$ cat src/rtl/npc_mc_ctrl_if.sv
// npc_mc_ctrl_if: IFU fetch port and IDU/EXU handshake bundle of the NPC sequencer
interface npc_mc_ctrl_if #(parameter int XLEN = 64);
  logic ifu_req;
  logic [XLEN-1:0] ifu_addr;
  logic ifu_valid;
  logic [31:0] ifu_inst;
  logic ifu_err;
  logic [31:0] inst;
  logic [XLEN-1:0] pc;
  logic exe_start;
  logic exe_done;
  logic [XLEN-1:0] exe_next_pc;
  logic wb_en;
  modport master (
    output ifu_req, ifu_addr, inst, pc, exe_start, wb_en,
    input ifu_valid, ifu_inst, ifu_err, exe_done, exe_next_pc
  );
  modport slave (
    input ifu_req, ifu_addr, inst, pc, exe_start, wb_en,
    output ifu_valid, ifu_inst, ifu_err, exe_done, exe_next_pc
  );
endinterface

$ cat src/rtl/npc_mc_ctrl.sv
// npc_mc_ctrl: multi-cycle FETCH/EXEC/WB sequencer with sticky halt cause and perf counters
module npc_mc_ctrl #(
  parameter int XLEN = 64,
  parameter logic [63:0] RESET_PC = 64'h8000_0000,
  parameter int CNT_W = 64,
  parameter int MAX_WAIT = 255
) (
  input  logic clk,
  input  logic rst,
  input  logic i_run,
  npc_mc_ctrl_if.master bus,
  output logic o_halted,
  output logic [2:0] o_halt_code,
  output logic o_halt_pulse,
  output logic [CNT_W-1:0] o_cycle_cnt,
  output logic [CNT_W-1:0] o_instret
);
  typedef enum logic [2:0] {IDLE, FETCH, EXEC, WB, HALT} state_t;
  localparam logic [31:0] EBREAK = 32'h0010_0073;
  localparam logic [15:0] WAIT_LAST = 16'(MAX_WAIT - 1);
  state_t r_state, w_next;
  logic [XLEN-1:0] r_pc, r_npc;
  logic [31:0] r_inst;
  logic [15:0] r_wait;
  logic [2:0] r_code, w_code;
  logic r_exe_start, r_halt_pulse;
  logic [CNT_W-1:0] r_cycle, r_instret;
  logic w_fetch_ok, w_ebreak, w_misalign;
  assign w_fetch_ok = r_state == FETCH && bus.ifu_valid && !bus.ifu_err;
  assign w_ebreak = w_fetch_ok && bus.ifu_inst == EBREAK;
  assign w_misalign = bus.exe_next_pc[1:0] != 2'b00;
  // next state, plus the cause to latch when this cycle enters HALT
  always_comb begin
    w_next = r_state;
    w_code = 3'd0;
    case (r_state)
      IDLE: w_next = i_run ? FETCH : IDLE;
      FETCH:
        if (bus.ifu_valid) begin
          w_next = bus.ifu_err || w_ebreak ? HALT : EXEC;
          w_code = bus.ifu_err ? 3'd2 : w_ebreak ? 3'd1 : 3'd0;
        end else if (r_wait == WAIT_LAST) begin
          w_next = HALT;
          w_code = 3'd3;
        end
      EXEC:
        if (bus.exe_done) begin
          w_next = w_misalign ? HALT : WB;
          w_code = w_misalign ? 3'd4 : 3'd0;
        end
      WB: w_next = i_run ? FETCH : IDLE;
      default: w_next = HALT;
    endcase
  end
  // state register
  always_ff @(posedge clk) r_state <= rst ? IDLE : w_next;
  // datapath, halt cause, entry strobes and counters; wait counter restarts on every FETCH entry
  always_ff @(posedge clk) begin
    if (rst) begin
      r_pc <= XLEN'(RESET_PC);
      r_npc <= '0;
      r_inst <= '0;
      r_wait <= '0;
      r_code <= '0;
      r_exe_start <= 1'b0;
      r_halt_pulse <= 1'b0;
      r_cycle <= '0;
      r_instret <= '0;
    end else begin
      r_wait <= r_state == FETCH ? r_wait + 16'd1 : 16'd0;
      r_exe_start <= r_state == FETCH && w_next == EXEC;
      r_halt_pulse <= r_state != HALT && w_next == HALT;
      if (r_state != HALT && w_next == HALT) r_code <= w_code;
      if (w_fetch_ok) r_inst <= bus.ifu_inst;
      if (r_state == EXEC && bus.exe_done) r_npc <= bus.exe_next_pc;
      if (r_state == WB) r_pc <= r_npc;
      if (r_state inside {FETCH, EXEC, WB}) r_cycle <= r_cycle + CNT_W'(1);
      if (r_state == WB || w_ebreak) r_instret <= r_instret + CNT_W'(1);
    end
  end
  assign bus.ifu_req = r_state == FETCH;
  assign bus.ifu_addr = r_pc;
  assign bus.pc = r_pc;
  assign bus.inst = r_inst;
  assign bus.exe_start = r_exe_start;
  assign bus.wb_en = r_state == WB;
  assign o_halted = r_state == HALT;
  assign o_halt_code = r_code;
  assign o_halt_pulse = r_halt_pulse;
  assign o_cycle_cnt = r_cycle;
  assign o_instret = r_instret;
endmodule

$ cat src/flat_wrapper.sv
// flat-port wrapper written by rule: the top's interface ports become plain ports
module npc_mc_ctrl_flat 
#(
  parameter int XLEN = 64,
  parameter logic [63:0] RESET_PC = 64'h8000_0000,
  parameter int CNT_W = 64,
  parameter int MAX_WAIT = 255
)
  (clk, rst, i_run, o_halted, o_halt_code, o_halt_pulse, o_cycle_cnt, o_instret, bus_ifu_req, bus_ifu_addr, bus_inst, bus_pc, bus_exe_start, bus_wb_en, bus_ifu_valid, bus_ifu_inst, bus_ifu_err, bus_exe_done, bus_exe_next_pc);
  npc_mc_ctrl_if #(.XLEN(XLEN)) bus_i ();
  input  logic clk;
  input  logic rst;
  input  logic i_run;
  output logic o_halted;
  output logic [2:0] o_halt_code;
  output logic o_halt_pulse;
  output logic [CNT_W-1:0] o_cycle_cnt;
  output logic [CNT_W-1:0] o_instret;
  output wire logic [$bits(bus_i.ifu_req)-1:0] bus_ifu_req;
  output wire logic [$bits(bus_i.ifu_addr)-1:0] bus_ifu_addr;
  output wire logic [$bits(bus_i.inst)-1:0] bus_inst;
  output wire logic [$bits(bus_i.pc)-1:0] bus_pc;
  output wire logic [$bits(bus_i.exe_start)-1:0] bus_exe_start;
  output wire logic [$bits(bus_i.wb_en)-1:0] bus_wb_en;
  input wire logic [$bits(bus_i.ifu_valid)-1:0] bus_ifu_valid;
  input wire logic [$bits(bus_i.ifu_inst)-1:0] bus_ifu_inst;
  input wire logic [$bits(bus_i.ifu_err)-1:0] bus_ifu_err;
  input wire logic [$bits(bus_i.exe_done)-1:0] bus_exe_done;
  input wire logic [$bits(bus_i.exe_next_pc)-1:0] bus_exe_next_pc;
  assign bus_ifu_req = bus_i.ifu_req;
  assign bus_ifu_addr = bus_i.ifu_addr;
  assign bus_inst = bus_i.inst;
  assign bus_pc = bus_i.pc;
  assign bus_exe_start = bus_i.exe_start;
  assign bus_wb_en = bus_i.wb_en;
  assign bus_i.ifu_valid = bus_ifu_valid;
  assign bus_i.ifu_inst = bus_ifu_inst;
  assign bus_i.ifu_err = bus_ifu_err;
  assign bus_i.exe_done = bus_exe_done;
  assign bus_i.exe_next_pc = bus_exe_next_pc;
  npc_mc_ctrl #(.XLEN(XLEN), .RESET_PC(RESET_PC), .CNT_W(CNT_W), .MAX_WAIT(MAX_WAIT)) u_core (.clk(clk), .rst(rst), .i_run(i_run), .bus(bus_i), .o_halted(o_halted), .o_halt_code(o_halt_code), .o_halt_pulse(o_halt_pulse), .o_cycle_cnt(o_cycle_cnt), .o_instret(o_instret));
endmodule
$ cat config.mk
export PLATFORM = sky130hd
export DESIGN_NAME = npc_mc_ctrl_flat
export DESIGN_NICKNAME = d
export VERILOG_FILES = /design/src/rtl/npc_mc_ctrl_if.sv /design/src/rtl/npc_mc_ctrl.sv /design/src/flat_wrapper.sv
export SDC_FILE = /design/constraint.sdc
export NUM_CORES = 1
export LEC_CHECK = 0
export ABC_AREA = 1
export BUFFER_PORTS_ARGS = -buffer_cell sky130_fd_sc_hd__buf_2
export CAP_MARGIN = 10
export CORE_MARGIN = 5
export CORE_UTILIZATION = 59
export CTS_BUF_LIST = sky130_fd_sc_hd__clkbuf_4
export CTS_CLUSTER_SIZE = 25
export DETAILED_ROUTE_END_ITERATION = 10
export GPL_TIMING_DRIVEN = 0
export PLACE_DENSITY = 0.89
export SLEW_MARGIN = 20
export SYNTH_ARGS = -nofsm -noshare
export SYNTH_HDL_FRONTEND = slang
export SYNTH_SLANG_ARGS = --single-unit
$ cat constraint.sdc
create_clock -name clk -period 3.83 [get_ports clk]
set_input_delay 0.766 -clock clk [delete_from_list [all_inputs] [get_ports clk]]
set_output_delay 0.766 -clock clk [all_outputs]
set_load 0.01 [all_outputs]
## After elaboration in Yosys (flattened, before gate mapping)

Index checks and enable logic that the tools add are counted.

| storage, ports and cells | value |
|---|---|
| register bits | 312 |
| input bits | 102 |
| output and inout bits | 296 |
| logic and storage cells | 51 |

| cells by class | value |
|---|---|
| add/subtract/negate cells | 3 |
| eq/ne operators | 9 |
| mux-type cells | 14 |
| bitwise logic cells | 1 |
| reduce and logical (&&, ||, !) cells | 14 |

Operators with widths:

| operator | count |
|---|---|
| $add A64 B1 Y64 const B | 2 |
| $eq A32 B21 Y1 const B | 1 |
| $mux W3 | 9 |
| $add A16 B1 Y16 const B | 1 |
| $eq A16 B8 Y1 const B | 1 |
| $eq A3 B2 Y1 const B | 3 |
| $pmux W3 S3 | 1 |
| $eq A3 B3 Y1 const B | 2 |
| $logic_and A1 B1 Y1 | 6 |
| $pmux W3 S2 | 1 |
| $reduce_or A2 Y1 | 2 |
| $eq A3 B1 Y1 const B | 1 |
| $logic_not A3 Y1 | 1 |
| $ne A3 B3 Y1 const B | 1 |
| $reduce_bool A3 Y1 | 1 |
| $logic_or A1 B1 Y1 | 2 |
| $mux W1 | 2 |
| $mux W2 | 1 |
| $reduce_bool A2 Y1 | 1 |
| $logic_not A1 Y1 | 1 |
| $not A1 Y1 | 1 |

## Depth between registers and ports, before layout

Gate-level depths: netlist (run 1).

| logic depth | value |
|---|---|
| depth in word-level cells | 10 |
| gate-level depth with buffers | 13 |
| gate-level depth less buffers | 13 |

## Worst setup path before layout (run 1)

OpenSTA, ideal clock, no wires.

| path | value |
|---|---|
| path kind | input-to-reg |
| from | in bus_ifu_valid |
| to | reg u_core.r_instret[8], in the netlist u_core.o_instret[8] |
| library setup time | 0.069 ns |
| data arrival time | 1.772 ns |
| data required time | 3.761 ns |
| path slack | 1.988 ns |
| cell stages on the path | 10 |
| path buffers | 2 |
| cells stage by stage | inv_1 > nor2_1 > nand2_4 > nor2_2 > nand2_2 > nand2_4 > buf_8 > buf_6 > nand2_1 > a21oi_2 |

| on the way | value |
|---|---|
| longest elaborated chain between the ends | 4 |

RTL lines:

| item | line | text |
|---|---|---|
| from (decl) | flat_wrapper.sv:25 | `input wire logic [$bits(bus_i.ifu_valid)-1:0] bus_ifu_valid;` |
| $logic_and A1 B1 Y1 (2 in series) | npc_mc_ctrl.sv:29 | `assign w_fetch_ok = r_state == FETCH && bus.ifu_valid && !bus.ifu_err;` |
| $logic_and A1 B1 Y1 | npc_mc_ctrl.sv:30 | `assign w_ebreak = w_fetch_ok && bus.ifu_inst == EBREAK;` |
| $logic_or A1 B1 Y1 | npc_mc_ctrl.sv:78 | `if (r_state == WB \|\| w_ebreak) r_instret <= r_instret + CNT_W'(1);` |
| to (signal assigned) | npc_mc_ctrl.sv:78 |  |
| to (decl) | npc_mc_ctrl.sv:27 | `logic [CNT_W-1:0] r_cycle, r_instret;` |

Every way passes these cells.
A chain may end at the register's enable or synchronous reset.

## Worst setup path in the final report (run 1)

| path | value |
|---|---|
| from | reg u_core.r_state[0] |
| to | out bus_wb_en |

| on the way | value |
|---|---|
| longest elaborated chain between the ends | 1 |

RTL lines:

| item | line | text |
|---|---|---|
| from (decl) | npc_mc_ctrl.sv:21 | `state_t r_state, w_next;` |
| from (signal assigned) | npc_mc_ctrl.sv:56 | `always_ff @(posedge clk) r_state <= rst ? IDLE : w_next;` |
| $eq A3 B2 Y1 | npc_mc_ctrl.sv:86 | `assign bus.wb_en = r_state == WB;` |
| to (decl) | flat_wrapper.sv:24 | `output wire logic [$bits(bus_i.wb_en)-1:0] bus_wb_en;` |

Every way passes these cells.

==> Implementation_results.wiki, run 1 <==
{| class="wikitable"
! Metric !! Value
|-
| Post-layout minimum cycle time || 3.086 ns
|-
| Vertical die dimension || 173.4 µm
|-
| Worst Reg-to-Reg Cells || 10
|-
| Setup repair after global routing missed its margin || false
|-
| Yosys top cell area share || between 30 and 40%
|-
| Die W || 173.4 µm
|-
| Critical path endpoint category || output pin
|-
| Worst hold start || bus_exe_next_pc[7]
|-
| Number of standard cells after synthesis || 2,407
|-
| Fraction of layout cells with a size suffix above 1 || 24.71%
|-
| Top-Level Pins || around 400
|-
| Number of setup violations in the final report || 0
|-
| Area inside the core boundary || 26,210 µm²
|-
| Mean instance size in the synthesized netlist || approximately 6.5 µm²
|-
| Overall via count from detail_route || 17,900
|-
| Total Die Area || 30,060 µm²
|-
| Sum of routed wire length over all layers || around 57,000 µm
|-
| Number of levels the H-tree was split into || 3
|-
| Startpoint kind of the worst setup timing path || flop
|-
| Startpoint-to-endpoint class of the critical path || flop to output pin
|-
| Residual DRC || 0
|-
| Average wire length per cell after detail routing || 17.49 µm
|-
| Power per cell area || 343.9 nW/µm²
|-
| Count of final max-slew check failures || 0
|-
| Dpl cell area || 18,150 µm²
|-
| Leading post-synthesis cells by cell area || dfxtp_1 (40%), nor2_1 (15%), nand2_1 (15%)
|-
| Detailed Place HPWL || 44,370 µm
|-
| Layout Cell Area excl Fill || 19,180 µm²
|-
| Number of placed instances with taps included || 3,138
|-
| Data required time of the worst path || 3.06 ns
|-
| Setup Skew || 0.08203 ns
|-
| Remaining antenna violation count || 0
|-
| Clock Tree Buf Depth || 3
|-
| Count of synthesis-stage warnings from yosys || 0
|-
| Hold Fails Final Rpt || 0
|-
| Clock-pin slew of the registers on the worst-case setup and hold paths || 0.07 ns
|-
| Post-CTS setup repair buffer count || 0
|-
| Clock insertion delay at the later pin of the skew report || 0.74 ns
|-
| Global-route wire length before repair || 89,000 µm
|-
| Register bit count reported by yosys || 312
|-
| Seq. cell area || 6246 µm²
|-
| Maximum number of pins on one net before global-route repair || 15
|-
| Relative slew margins || 47.00%
|-
| Initial antenna violation count || 2
|-
| RR Startpoint || u_core.o_instret[0]
|-
| Finished Layout Cells || 3,284
|-
| Number of vias per cell after detailed routing || 5.451
|-
| Cells resized by post-CTS repair || 0
|-
| Number of sinks on the clock net || between 300 and 400
|-
| Data arrival time of the critical path || 2.32 ns
|-
| First drt pass iteration count || 6
|-
| Crit. Startpoint || u_core.r_state[0]
|-
| Highest clock rate || 0.3241 GHz
|-
| Number of nets at the end of the flow || 2,992
|-
| Dominant cell type by area after synthesis || dfxtp_1
|-
| Area occupied by multi-input gates || slightly above 8000 µm²
|-
| Worst IR Drop VDD || 0.0002779 V
|-
| Count of unique library cells instantiated by Yosys || 40
|-
| CTS buffer count || 81
|-
| Total gr overflow || 0
|-
| Worst Max-Slew Pin Slew || about 0.8 ns
|-
| TritonCTS clock tree || built
|-
| Count of buffers from port buffering || 396
|-
| Count of cells along the worst hold path || 3
|-
| Maximum Capacitance Violations || 0
|-
| Initial detailed-routing violation count || 1,574
|-
| Maximum net fanout on the critical path || 10
|-
| Via count of the first global-routing pass || 16,960
|-
| Area growth, synth to finish || 21.78%
|-
| Standard-cell rows || 59
|-
| Number of buffers inserted for hold repair after clock tree synthesis || 0
|-
| Sum of negative setup slack || 0 ns
|-
| Synthesized cell area || 15,750 µm²
|-
| Sequential share of the synthesized area || 39.66%
|-
| Type of the most critical hold path || primary input to flop
|-
| Synthesized netlist net count || 2,513
|-
| Filler instances || about 2,200
|-
| Total power consumption of the routed design || 6.595 mW
|-
| Initial core utilization || 60.09%
|-
| Cell leakage power || approximately 8.6 nW
|-
| Portion of the clock cycle consumed by the worst path in the final layout || 80.56%
|-
| Total track usage || 36.38%
|-
| Weighted congestion reported at the end of routability-driven placement || 0.9677
|-
| Root Buffer || clkbuf_4
|-
| Result of the run || completed
|}
==> cell type report <==
type | count | share of cell area (%)
Inverter | 131 | 2.564
Antenna cell | 3 | 0.03915
Clock inverter | 30 | 0.9004
Timing Repair Buffer | 396 | 10.33
Sequential cell | 312 | 32.57
Buffer | 150 | 4.580
Tap cell | 335 | 2.186
Clock buffer | 113 | 4.424
Multi-Input combinational cell | 1814 | 42.40
==> cells by family after synthesis <==
| group | count (synthesis) | synth area share, % |
|---|---|---|
| AND/OR/NAND/NOR | 1425 | 37.71 |
| flip-flops | 312 | 39.66 |
| XOR/XNOR | 34 | 1.891 |
| AO/OA/AOI/OAI | 351 | 11.72 |
| buffers and inverters | 281 | 8.700 |
| adder cells (fa/ha/maj) | 4 | 0.3178 |
==> per-layer routing <==
layer / wire length [µm] / global-route usage (%) / share of wire [%]
met3: 6119 / 8.855 / 11
met2: 26520 / 60.42 / 46
met4: 2314 / 15.76 / 4.0
met1: 22480 / 45.12 / 39
met5: 0 / 0 / 0
==> metrics by stage <==
step,setup slack (ns),util [%],hold slack (ns)
after floorplan,1.988,-,0.4297
after global placement,1.359,69.25,0.4424
after detailed placement,1.324,69.25,0.4561
after CTS,0.7106,73.15,0.2271
after global routing,0.6279,73.17,0.2270
final,0.7445,73.18,0.2587
==> power by group <==
part / total, mW / switching [mW] / internal (mW)
combinational: 0.365 / 0.244 / 0.121
clock: 2.92 / 1.46 / 1.46
sequential: 3.31 / 0.0300 / 3.28
total: 6.59 / 1.74 / 4.86
==> cells in the mapped netlist <==
library cell	count
o21bai_1	2
and3_1	1
nor2_2	19
nand2_4	8
or3_1	1
buf_6	2
a21oi_2	19
nor3_1	9
clkinv_1	2
nand3b_1	1
xnor2_1	24
o21a_1	3
nand4_2	1
o21ai_0	213
nand4_1	34
ha_1	4
a31oi_1	2
buf_4	65
buf_1	8
buf_12	1
a211oi_1	1
xor2_1	10
nor3_2	1
inv_1	122
inv_2	7
and2_1	1
nor4_1	2
or2_2	2
buf_8	1
buf_2	23
a21oi_1	111
clkbuf_1	50
nand3_2	1
nand2_1	613
nor2_4	22
nand3_1	55
nor2_1	616
nand2_2	37
nor2_8	1
dfxtp_1	312
==> cells in the final DEF (no fill, tap or decap), types with 3 or more instances in the layout <==
master and instances:
ha_1 4, buf_1 8, clkbuf_4 113, nor2_4 22, nor2_1 616, xor2_1 10, nand2_4 8, dfxtp_1 312
xnor2_1 24, inv_2 8, inv_6 4, o21ai_0 213, nand2_1 613, nand2_2 37, buf_2 419, clkinv_1 23
nand3_1 55, diode_2 3, o21a_1 3, clkbuf_1 50, nand4_1 34, inv_1 122, nor2_2 19, buf_4 65
a21oi_1 111, a21oi_2 19, nor3_1 9
==> registers in the layout, summed over array words and instances (netlist names) <==
name and count:
u_core.bus.ifu_addr 64, u_core.o_cycle_cnt 64, u_core.o_instret 64, u_core.r_npc 64, u_core.bus.inst 32, u_core.r_wait 16
u_core.o_halt_code 3, u_core.r_state 3, u_core.bus.exe_start 1, u_core.o_halt_pulse 1
==> worst max-delay path, cell delays in order (launching register included) <==
cell and delay (ns):
dfxtp_1 0.37, inv_1 0.11, nor3_2 0.39, buf_2 0.33
buf_2 0.25, buf_2 0.18
==> worst paths after layout <==
check	slack [ns]	endpoint
max	0.74	bus_wb_en
min	0.26	u_core.r_npc[7]
max reg2reg	1.42	u_core.o_instret[58]
min reg2reg	0.47	u_core.r_npc[0]
No activity file was read; power rests on OpenSTA's default activity.
==> run 2, diff against run 1 <==
--- a/config.mk
+++ b/config.mk
@@ -5,16 +5,16 @@
 export SDC_FILE = /design/constraint.sdc
 export NUM_CORES = 1
 export LEC_CHECK = 0
-export ABC_AREA = 1
+export ABC_AREA = 0
 export BUFFER_PORTS_ARGS = -buffer_cell sky130_fd_sc_hd__buf_2
 export CAP_MARGIN = 10
 export CORE_MARGIN = 5
-export CORE_UTILIZATION = 59
+export CORE_UTILIZATION = 53
 export CTS_BUF_LIST = sky130_fd_sc_hd__clkbuf_4
 export CTS_CLUSTER_SIZE = 25
 export DETAILED_ROUTE_END_ITERATION = 10
 export GPL_TIMING_DRIVEN = 0
-export PLACE_DENSITY = 0.89
+export PLACE_DENSITY = 0.84
 export SLEW_MARGIN = 20
 export SYNTH_ARGS = -nofsm -noshare
 export SYNTH_HDL_FRONTEND = slang
==> constraint.sdc (replaced) <==
create_clock -name clk -period 3.13 [get_ports clk]
set_input_delay 0.626 -clock clk [delete_from_list [all_inputs] [get_ports clk]]
set_output_delay 0.626 -clock clk [all_outputs]
set_load 0.01 [all_outputs]
==> Implementation_results.wiki, run 2 <==
{| class="wikitable"
! Metric !! Value
|-
| Result of the run || completed
|-
| Clock-pin slew of the registers on the worst-case setup and hold paths || 0.07 ns (about the same)
|-
| Worst slack on hold paths || 0.1978 ns (-0.06089 ns)
|-
| Power per cell area || 481.6 nW/µm² (+40%)
|-
| Highest clock rate || 0.3504 GHz
|-
| Cell leakage power || 7.117 nW (-18%)
|-
| Sequential share of the synthesized area || 48.20% (+8.5 points)
|-
| Maximum Capacitance Violations || 0 (unchanged)
|-
| Count of buffers from port buffering || 396 (unchanged)
|-
| Area inside the core boundary || 24,180 µm² (-7.7%)
|-
| Most used cells in the layout excluding fill and tap cells || buf_2 (398), nand2_1 (361), dfxtp_1 (312), a21oi_1 (191), nor2_1 (134)
|-
| Register bit count reported by yosys || 312 (unchanged)
|-
| Filler instances || 2,062 (-6.6%)
|-
| Number of buffers inserted for hold repair after clock tree synthesis || 0 (unchanged)
|-
| Die W || 166.4 µm (-4.0%)
|-
| TritonCTS clock tree || built
|-
| Via count of the first global-routing pass || 12,820 (-24%)
|-
| Post-layout minimum cycle time || 2.854 ns
|-
| Residual DRC || 0 (unchanged)
|-
| Number of standard cells after synthesis || 1,587 (-34%)
|-
| Finished Core Util || 67.94% (-5.2 points)
|-
| Portion of the clock cycle consumed by the worst path in the final layout || 91.17%
|-
| Leading post-synthesis cells by cell area || dfxtp_1 (48%), nand2_1 (10%), a21oi_1 (7.4%)
|-
| Mean instance size in the synthesized netlist || 8.166 µm² (+25%)
|-
| Number of vias per cell after detailed routing || 5.298 (-2.8%)
|-
| Most frequent standard cell in the layout excluding fill and tap cells || buf_2
|-
| Global-route wire length before repair || 62,650 µm (-30%)
|-
| Data required time of the worst path || 3.71 ns (+0.65 ns)
|-
| Standard-cell rows || 57 (-3.4%)
|-
| Count of final max-slew check failures || 0 (unchanged)
|-
| Worst Reg-to-Reg Cells || 8 (-2)
|-
| Total gr overflow || 0 (unchanged)
|-
| CTS buffer count || 80 (-1.2%)
|-
| Number of nets at the end of the flow || 2,170 (-27%)
|-
| Root Buffer || clkbuf_4
|-
| Remaining antenna violation count || 0 (unchanged)
|-
| Initial core utilization || 53.60% (-6.5 points)
|-
| Startpoint kind of the worst setup timing path || flop
|-
| Dpl cell area || 15,350 µm² (-15%)
|-
| Worst Max-Slew Pin Slew || 1.060 ns (+0.2646 ns)
|-
| Data arrival time of the critical path || 3.43 ns (+1.11 ns)
|-
| Maximum net fanout on the critical path || 10 (unchanged)
|-
| Number of levels the H-tree was split into || 3 (unchanged)
|-
| Count of synthesis-stage warnings from yosys || 0 (unchanged)
|-
| Maximum number of pins on one net before global-route repair || 12 (-3)
|-
| Critical path endpoint category || flop
|-
| Total Die Area || 27,680 µm² (-7.9%)
|-
| Count leader, synth || nand2_1
|-
| Fraction of layout cells with a size suffix above 1 || 28.26% (+3.5 points)
|-
| Sum of routed wire length over all layers || 39,310 µm (-32%)
|-
| Relative slew margins || 28.81% (-18 points)
|-
| Post-synth top flop || dfxtp_1
|-
| First drt pass iteration count || 6 (unchanged)
|-
| Layout Cell Area excl Fill || 16,430 µm² (-14%)
|-
| Synthesized cell area || 12,960 µm² (-18%)
|-
| Initial antenna violation count || 1 (-1)
|-
| Sum of negative setup slack || 0 ns (unchanged)
|-
| Total track usage || 27.00% (-9.4 points)
|-
| Top-Level Pins || 398 (unchanged)
|-
| Startpoint-to-endpoint class of the critical path || flop to flop
|-
| Cell types with the highest counts after synthesis || nand2_1 (361), dfxtp_1 (312), a21oi_1 (191), nor2_1 (134), xor2_1 (87)
|-
| Initial detailed-routing violation count || 822 (-48%)
|-
| Clock Tree Buf Depth || 3 (unchanged)
|-
| Area growth, synth to finish || 26.76%
|-
| Vertical die dimension || 166.4 µm (-4.0%)
|-
| Weighted congestion reported at the end of routability-driven placement || 0.8778 (-9.3%)
|-
| Dominant cell type by area after synthesis || dfxtp_1
|-
| Count of unique library cells instantiated by Yosys || 49 (+23%)
|-
| Synthesized netlist net count || 1,693 (-33%)
|-
| Count of cells along the worst hold path || 3 (unchanged)
|-
| Async set or reset register ratio after synthesis || 0% (unchanged)
|-
| Hold Fails Final Rpt || 0 (unchanged)
|-
| Yosys top cell area share || 48.20% (+8.5 points)
|-
| Overall via count from detail_route || 12,990 (-27%)
|-
| Setup Skew || 0.04322 ns (-0.03881 ns)
|-
| Number of sinks on the clock net || 312 (unchanged)
|-
| Total power consumption of the routed design || 7.912 mW (+20%)
|-
| Detailed Place HPWL || 29,160 µm (-34%)
|-
| Number of enable-type register cells in the synthesized netlist || 0 (unchanged)
|-
| Clock insertion delay at the later pin of the skew report || 0.67 ns (-0.07 ns)
|-
| Setup repair after global routing missed its margin || false
|-
| Type of the most critical hold path || primary input to flop
|-
| Worst IR Drop VDD || 0.0002935 V (+5.6%)
|-
| Average wire length per cell after detail routing || 16.03 µm (-8.3%)
|-
| Number of setup violations in the final report || 0 (unchanged)
|}
## run 2: stage by stage
stage / instances / setup slack (ns)
global placement: 2307 / -0.2164
CTS: 2452 / 0.1335
global route: 2452 / 0.01796
detailed placement: 2307 / -0.2371
finish: 2452 / 0.2765
floorplan: 1587 / 0.5745
## run 2: layer usage
metal,track usage (%),wire [µm],vias to the layer above
li1,-,-,6304
met5,0,0,-
met1,30.22,15190,6034
met4,12.59,1628,0
met2,47.11,19030,553
met3,8.165,3466,99
## run 2: power breakdown
group | internal, mW | switching, mW
registers | 4.00 | 0.0213
logic | 0.108 | 0.198
clock network | 1.95 | 1.64
total | 6.06 | 1.86
## run 2: worst max-delay path, stage by stage, from the launching register on
cell	delay [ns]
dfxtp_1	0.48
nand4_1	0.22
nor4_4	0.46
and4_1	0.24
buf_2	0.20
nand4_1	0.31
clkbuf_1	0.34
or3_1	0.36
a21oi_1	0.14
## run 2: cell type report
class | instances | area (µm²) | share of cell area (%)
Clock buffer | 122 | 915.9 | 5.575
Timing Repair Buffer | 396 | 1982 | 12.06
Antenna cell | 1 | 2.502 | 0.01523
Inverter | 17 | 63.81 | 0.3885
Clock inverter | 23 | 148.9 | 0.9064
Multi-Input combinational cell | 1103 | 5827 | 35.47
Tap cell | 324 | 405.4 | 2.468
Buffer | 154 | 835.8 | 5.088
Sequential cell | 312 | 6246 | 38.02
## run 2: path summary, 6_finish.rpt
kind	from	slack [ns]	to
worst min register to register	u_core.r_npc[60]	0.44	u_core.bus.ifu_addr[60]
worst max-delay path	u_core.o_instret[3]	0.28	u_core.o_instret[49]
worst max register to register	u_core.o_instret[3]	0.28	u_core.o_instret[49]
worst min-delay path	bus_exe_next_pc[54]	0.20	u_core.r_npc[54]
## run 2: kinds of logic (layout without fill, tap and decap cells)
group | after synthesis | count (layout) | synth area share (%)
AND/OR/NAND/NOR | 753 | 753 | 27.15
flip-flops | 312 | 312 | 48.20
AO/OA/AOI/OAI | 233 | 233 | 9.636
buffers and inverters | 172 | 712 | 6.971
XOR/XNOR | 111 | 111 | 7.502
adder cells (fa/ha/maj) | 4 | 4 | 0.3862
multiplexers | 2 | 2 | 0.1545
other | 0 | 1 | 0
## run 2: repair_timing
item                       4_1_cts  5_1_grt
setup endpoints to repair        0        6
hold endpoints to repair         0        0
gates resized for setup          0        2
buffers inserted                 0        0
==> run 3, diff against run 2 <==
--- a/config.mk
+++ b/config.mk
@@ -5,11 +5,11 @@
 export SDC_FILE = /design/constraint.sdc
 export NUM_CORES = 1
 export LEC_CHECK = 0
-export ABC_AREA = 0
+export ABC_AREA = 1
 export BUFFER_PORTS_ARGS = -buffer_cell sky130_fd_sc_hd__buf_2
 export CAP_MARGIN = 10
 export CORE_MARGIN = 5
-export CORE_UTILIZATION = 53
+export CORE_UTILIZATION = 55
 export CTS_BUF_LIST = sky130_fd_sc_hd__clkbuf_4
 export CTS_CLUSTER_SIZE = 25
 export DETAILED_ROUTE_END_ITERATION = 10
==> Implementation_results.wiki, run 3 (synthesis gave the netlist of run 1 again) <==
{| class="wikitable"
! Metric !! Value
|-
| Result of the run || completed
|-
| Data arrival time of the critical path || 2.34 ns (-1.09 ns)
|-
| Maximum net fanout on the critical path || 10 (unchanged)
|-
| Remaining antenna violation count || 0 (unchanged)
|-
| Flop pwr share || 51.4% (+0.6 points)
|-
| Layout Cell Area excl Fill || 19,170 µm² (+17%)
|-
| Worst IR Drop VDD || 0.0003675 V (+25%)
|-
| Worst path bufs/invs || 3 (+1)
|-
| Slack of the worst reg-to-reg path || 0.87 ns (+0.59 ns)
|-
| Clock Tree Buf Depth || 3 (unchanged)
|-
| Critical path, cell by cell || nor3_2, buf_2, buf_2, buf_2
|-
| Clock-pin slew of the registers on the worst-case setup and hold paths || 0.07 ns (about the same)
|-
| Maximum Capacitance Violations || 0 (unchanged)
|-
| Portion of the clock cycle consumed by the worst path in the final layout || 94.88% (+3.7 points)
|-
| Number of setup violations in the final report || 0 (unchanged)
|-
| Sum of routed wire length over all layers || 56,530 µm (+44%)
|-
| Area growth, synth to finish || 21.73%
|-
| Standard-cell rows || 62 (+8.8%)
|-
| Sum of negative setup slack || 0 ns (unchanged)
|-
| Clock insertion delay at the later pin of the skew report || 0.74 ns (+0.07 ns)
|-
| Total gr overflow || 0 (unchanged)
|-
| Worst Hold Path EP || u_core.r_npc[45]
|-
| Average wire length per cell after detail routing || 17.00 µm (+6.0%)
|-
| Number of levels the H-tree was split into || 3 (unchanged)
|-
| Critical path endpoint category || output pin
|-
| First drt pass iteration count || 6 (unchanged)
|-
| Part of the power in the clock network || 43.0% (-2.4 points)
|-
| Worst Reg-to-Reg Cells || 10 (+2)
|-
| Residual DRC || 0 (unchanged)
|-
| Cells resized by post-CTS repair || 0 (unchanged)
|-
| Relative slew margins || 44.00% (+15 points)
|-
| Worst hold start || bus_exe_next_pc[45]
|-
| Count of buffers from port buffering || 396 (unchanged)
|-
| Worst Max-Slew Pin Slew || 0.8400 ns (-0.2196 ns)
|-
| Via count of the first global-routing pass || 16,450 (+28%)
|-
| CP peak stage delay || 0.44 ns (-0.04 ns)
|-
| Count of final max-slew check failures || 0 (unchanged)
|-
| Post-layout minimum cycle time || 2.970 ns (+0.1162 ns)
|-
| Most frequent standard cell in the layout excluding fill and tap cells || nor2_1
|-
| Number of nets at the end of the flow || 2,994 (+38%)
|-
| Library cell contributing the largest single delay on the critical path || nor3_2
|-
| Area inside the core boundary || 28,470 µm² (+18%)
|-
| Number of vias per cell after detailed routing || 5.287 (-0.20%)
|-
| Net switching power figure || 2.097 mW (+13%)
|-
| Type of the most critical hold path || primary input to flop
|-
| Worst slack on hold paths || 0.1036 ns (-0.09422 ns)
|-
| Switching portion of total power || 26.59% (+3.1 points)
|-
| Vertical die dimension || 179.2 µm (+7.7%)
|-
| Overall via count from detail_route || 17,590 (+35%)
|-
| Startpoint-to-endpoint class of the critical path || flop to output pin
|-
| Total Die Area || 32,120 µm² (+16%)
|-
| Data required time of the worst path || 2.50 ns (-1.21 ns)
|-
| Most used cells in the layout excluding fill and tap cells || nor2_1 (616), nand2_1 (613), buf_2 (419), dfxtp_1 (312), o21ai_0 (213)
|-
| Setup repair after global routing missed its margin || false
|-
| Post-CTS setup repair buffer count || 0 (unchanged)
|-
| Power per cell area || 411.4 nW/µm² (-15%)
|-
| Detailed Place HPWL || 43,920 µm (+51%)
|-
| Fraction of layout cells with a size suffix above 1 || 24.60% (-3.7 points)
|-
| Die W || 179.2 µm (+7.7%)
|-
| Number of buffers inserted for hold repair after clock tree synthesis || 0 (unchanged)
|-
| TritonCTS clock tree || built
|-
| Startpoint kind of the worst setup timing path || flop
|-
| Internal || 5.789 mW (-4.4%)
|-
| Root Buffer || clkbuf_4
|-
| Hold Fails Final Rpt || 0 (unchanged)
|-
| Finished Layout Cells || 3,326 (+36%)
|-
| Initial antenna violation count || 9 (+8)
|-
| Total track usage || 33.94% (+6.9 points)
|-
| Gate family responsible for the most delay along the worst path || buffers and inverters
|-
| Worst reg2reg path endpoint || u_core.o_instret[58]
|-
| Weighted congestion reported at the end of routability-driven placement || 1.010 (+15%)
|-
| CTS buffer count || 83 (+3.8%)
|-
| Combinational Power Share || 5.6% (+1.7 points)
|-
| Number of sinks on the clock net || 312 (unchanged)
|-
| Number of placed instances with taps included || 3,187 (+38%)
|-
| Highest clock rate || 0.3367 GHz (-3.9%)
|-
| Count of cells along the worst hold path || 3 (unchanged)
|-
| Dpl cell area || 18,210 µm² (+19%)
|-
| Initial detailed-routing violation count || 1,536 (+87%)
|-
| Cell leakage power || 8.600 nW (+21%)
|-
| RR Startpoint || u_core.o_instret[0]
|-
| Maximum number of pins on one net before global-route repair || 15 (+3)
|-
| Top-Level Pins || 398 (unchanged)
|-
| Initial core utilization || 55.31% (+1.7 points)
|-
| Setup Skew || 0.07902 ns (+0.03580 ns)
|-
| CP dominant cell by count || buf_2
|-
| Global-route wire length before repair || 86,090 µm (+37%)
|}
==> run 3: cell count changes in the layout (fill, tap and decap cells not counted), moves of 21 or more <==
cell      previous run  this run
nor2_1             134       616
nand2_1            361       613
o21ai_0             18       213
inv_1               17       122
a21oi_1            191       111
xor2_1              87        10
nand2_2              0        37
clkbuf_1            84        50
and3_1              30         1
nand4_1             62        34
nor2_4               0        22
buf_2              398       419
==> run 3: tightest hold or removal path: stages <==
cell and delay [ns]:
buf_2 0.08, nor2_1 0.03, nor2_1 0.08
==> run 3: worst max path at each step <==
stage | from | endpoint | slack [ns] | cells after the start
floorplan | u_core.o_instret[0] | u_core.o_instret[58] | 1.32 | 10
global placement | rst | u_core.r_npc[0] | 0.61 | 4
detailed placement | rst | u_core.o_cycle_cnt[20] | 0.59 | 4
CTS | u_core.r_state[2] | bus_wb_en | 0.10 | 4
global route | u_core.r_state[2] | bus_wb_en | 0.01 | 4
finish | u_core.r_state[2] | bus_wb_en | 0.16 | 4
==> run 3: area by class of cell <==
| type | count | area [µm²] |
|---|---|---|
| Fill cell | 2654 | 9300 |
| Sequential cell | 312 | 6246 |
| Timing Repair Buffer | 396 | 1982 |
| Antenna cell | 3 | 7.507 |
| Clock buffer | 108 | 810.8 |
| Multi-Input combinational cell | 1814 | 8132 |
| Clock inverter | 28 | 141.4 |
| Tap cell | 384 | 480.5 |
| Buffer | 150 | 878.3 |
| Inverter | 131 | 491.7 |
==> run 3: stage by stage <==
step / utilization [%] / setup slack (ns) / power [mW]
2_1_floorplan: - / 1.315 / 4.358
4_1_cts: 67.31 / 0.1040 / 7.918
6_report: 67.33 / 0.1603 / 7.887
3_3_place_gp: 63.96 / 0.6106 / 4.568
3_5_place_dp: 63.96 / 0.5896 / 4.578
5_1_grt: 67.33 / 0.009786 / 8.192
==> run 3: metal layers <==
layer  vias to the layer above  routed length, µm  track usage, %
met1                      7962              22680           43.89
met2                       890              25480           54.27
met3                       167               5822           8.013
li1                       8556                  -               -
met5                         -                 47               0
met4                        10               2496           14.69
==> run 3: power by group through the flow <==
stage / Combinational [mW] / Sequential, mW / Clock (mW)
2_1_floorplan: 0.211 / 4.15 / 0
3_3_place_gp: 0.430 / 4.14 / 0
3_5_place_dp: 0.438 / 4.14 / 0
4_1_cts: 0.442 / 4.05 / 3.42
5_1_grt: 0.484 / 4.05 / 3.65
6_report: 0.444 / 4.05 / 3.39
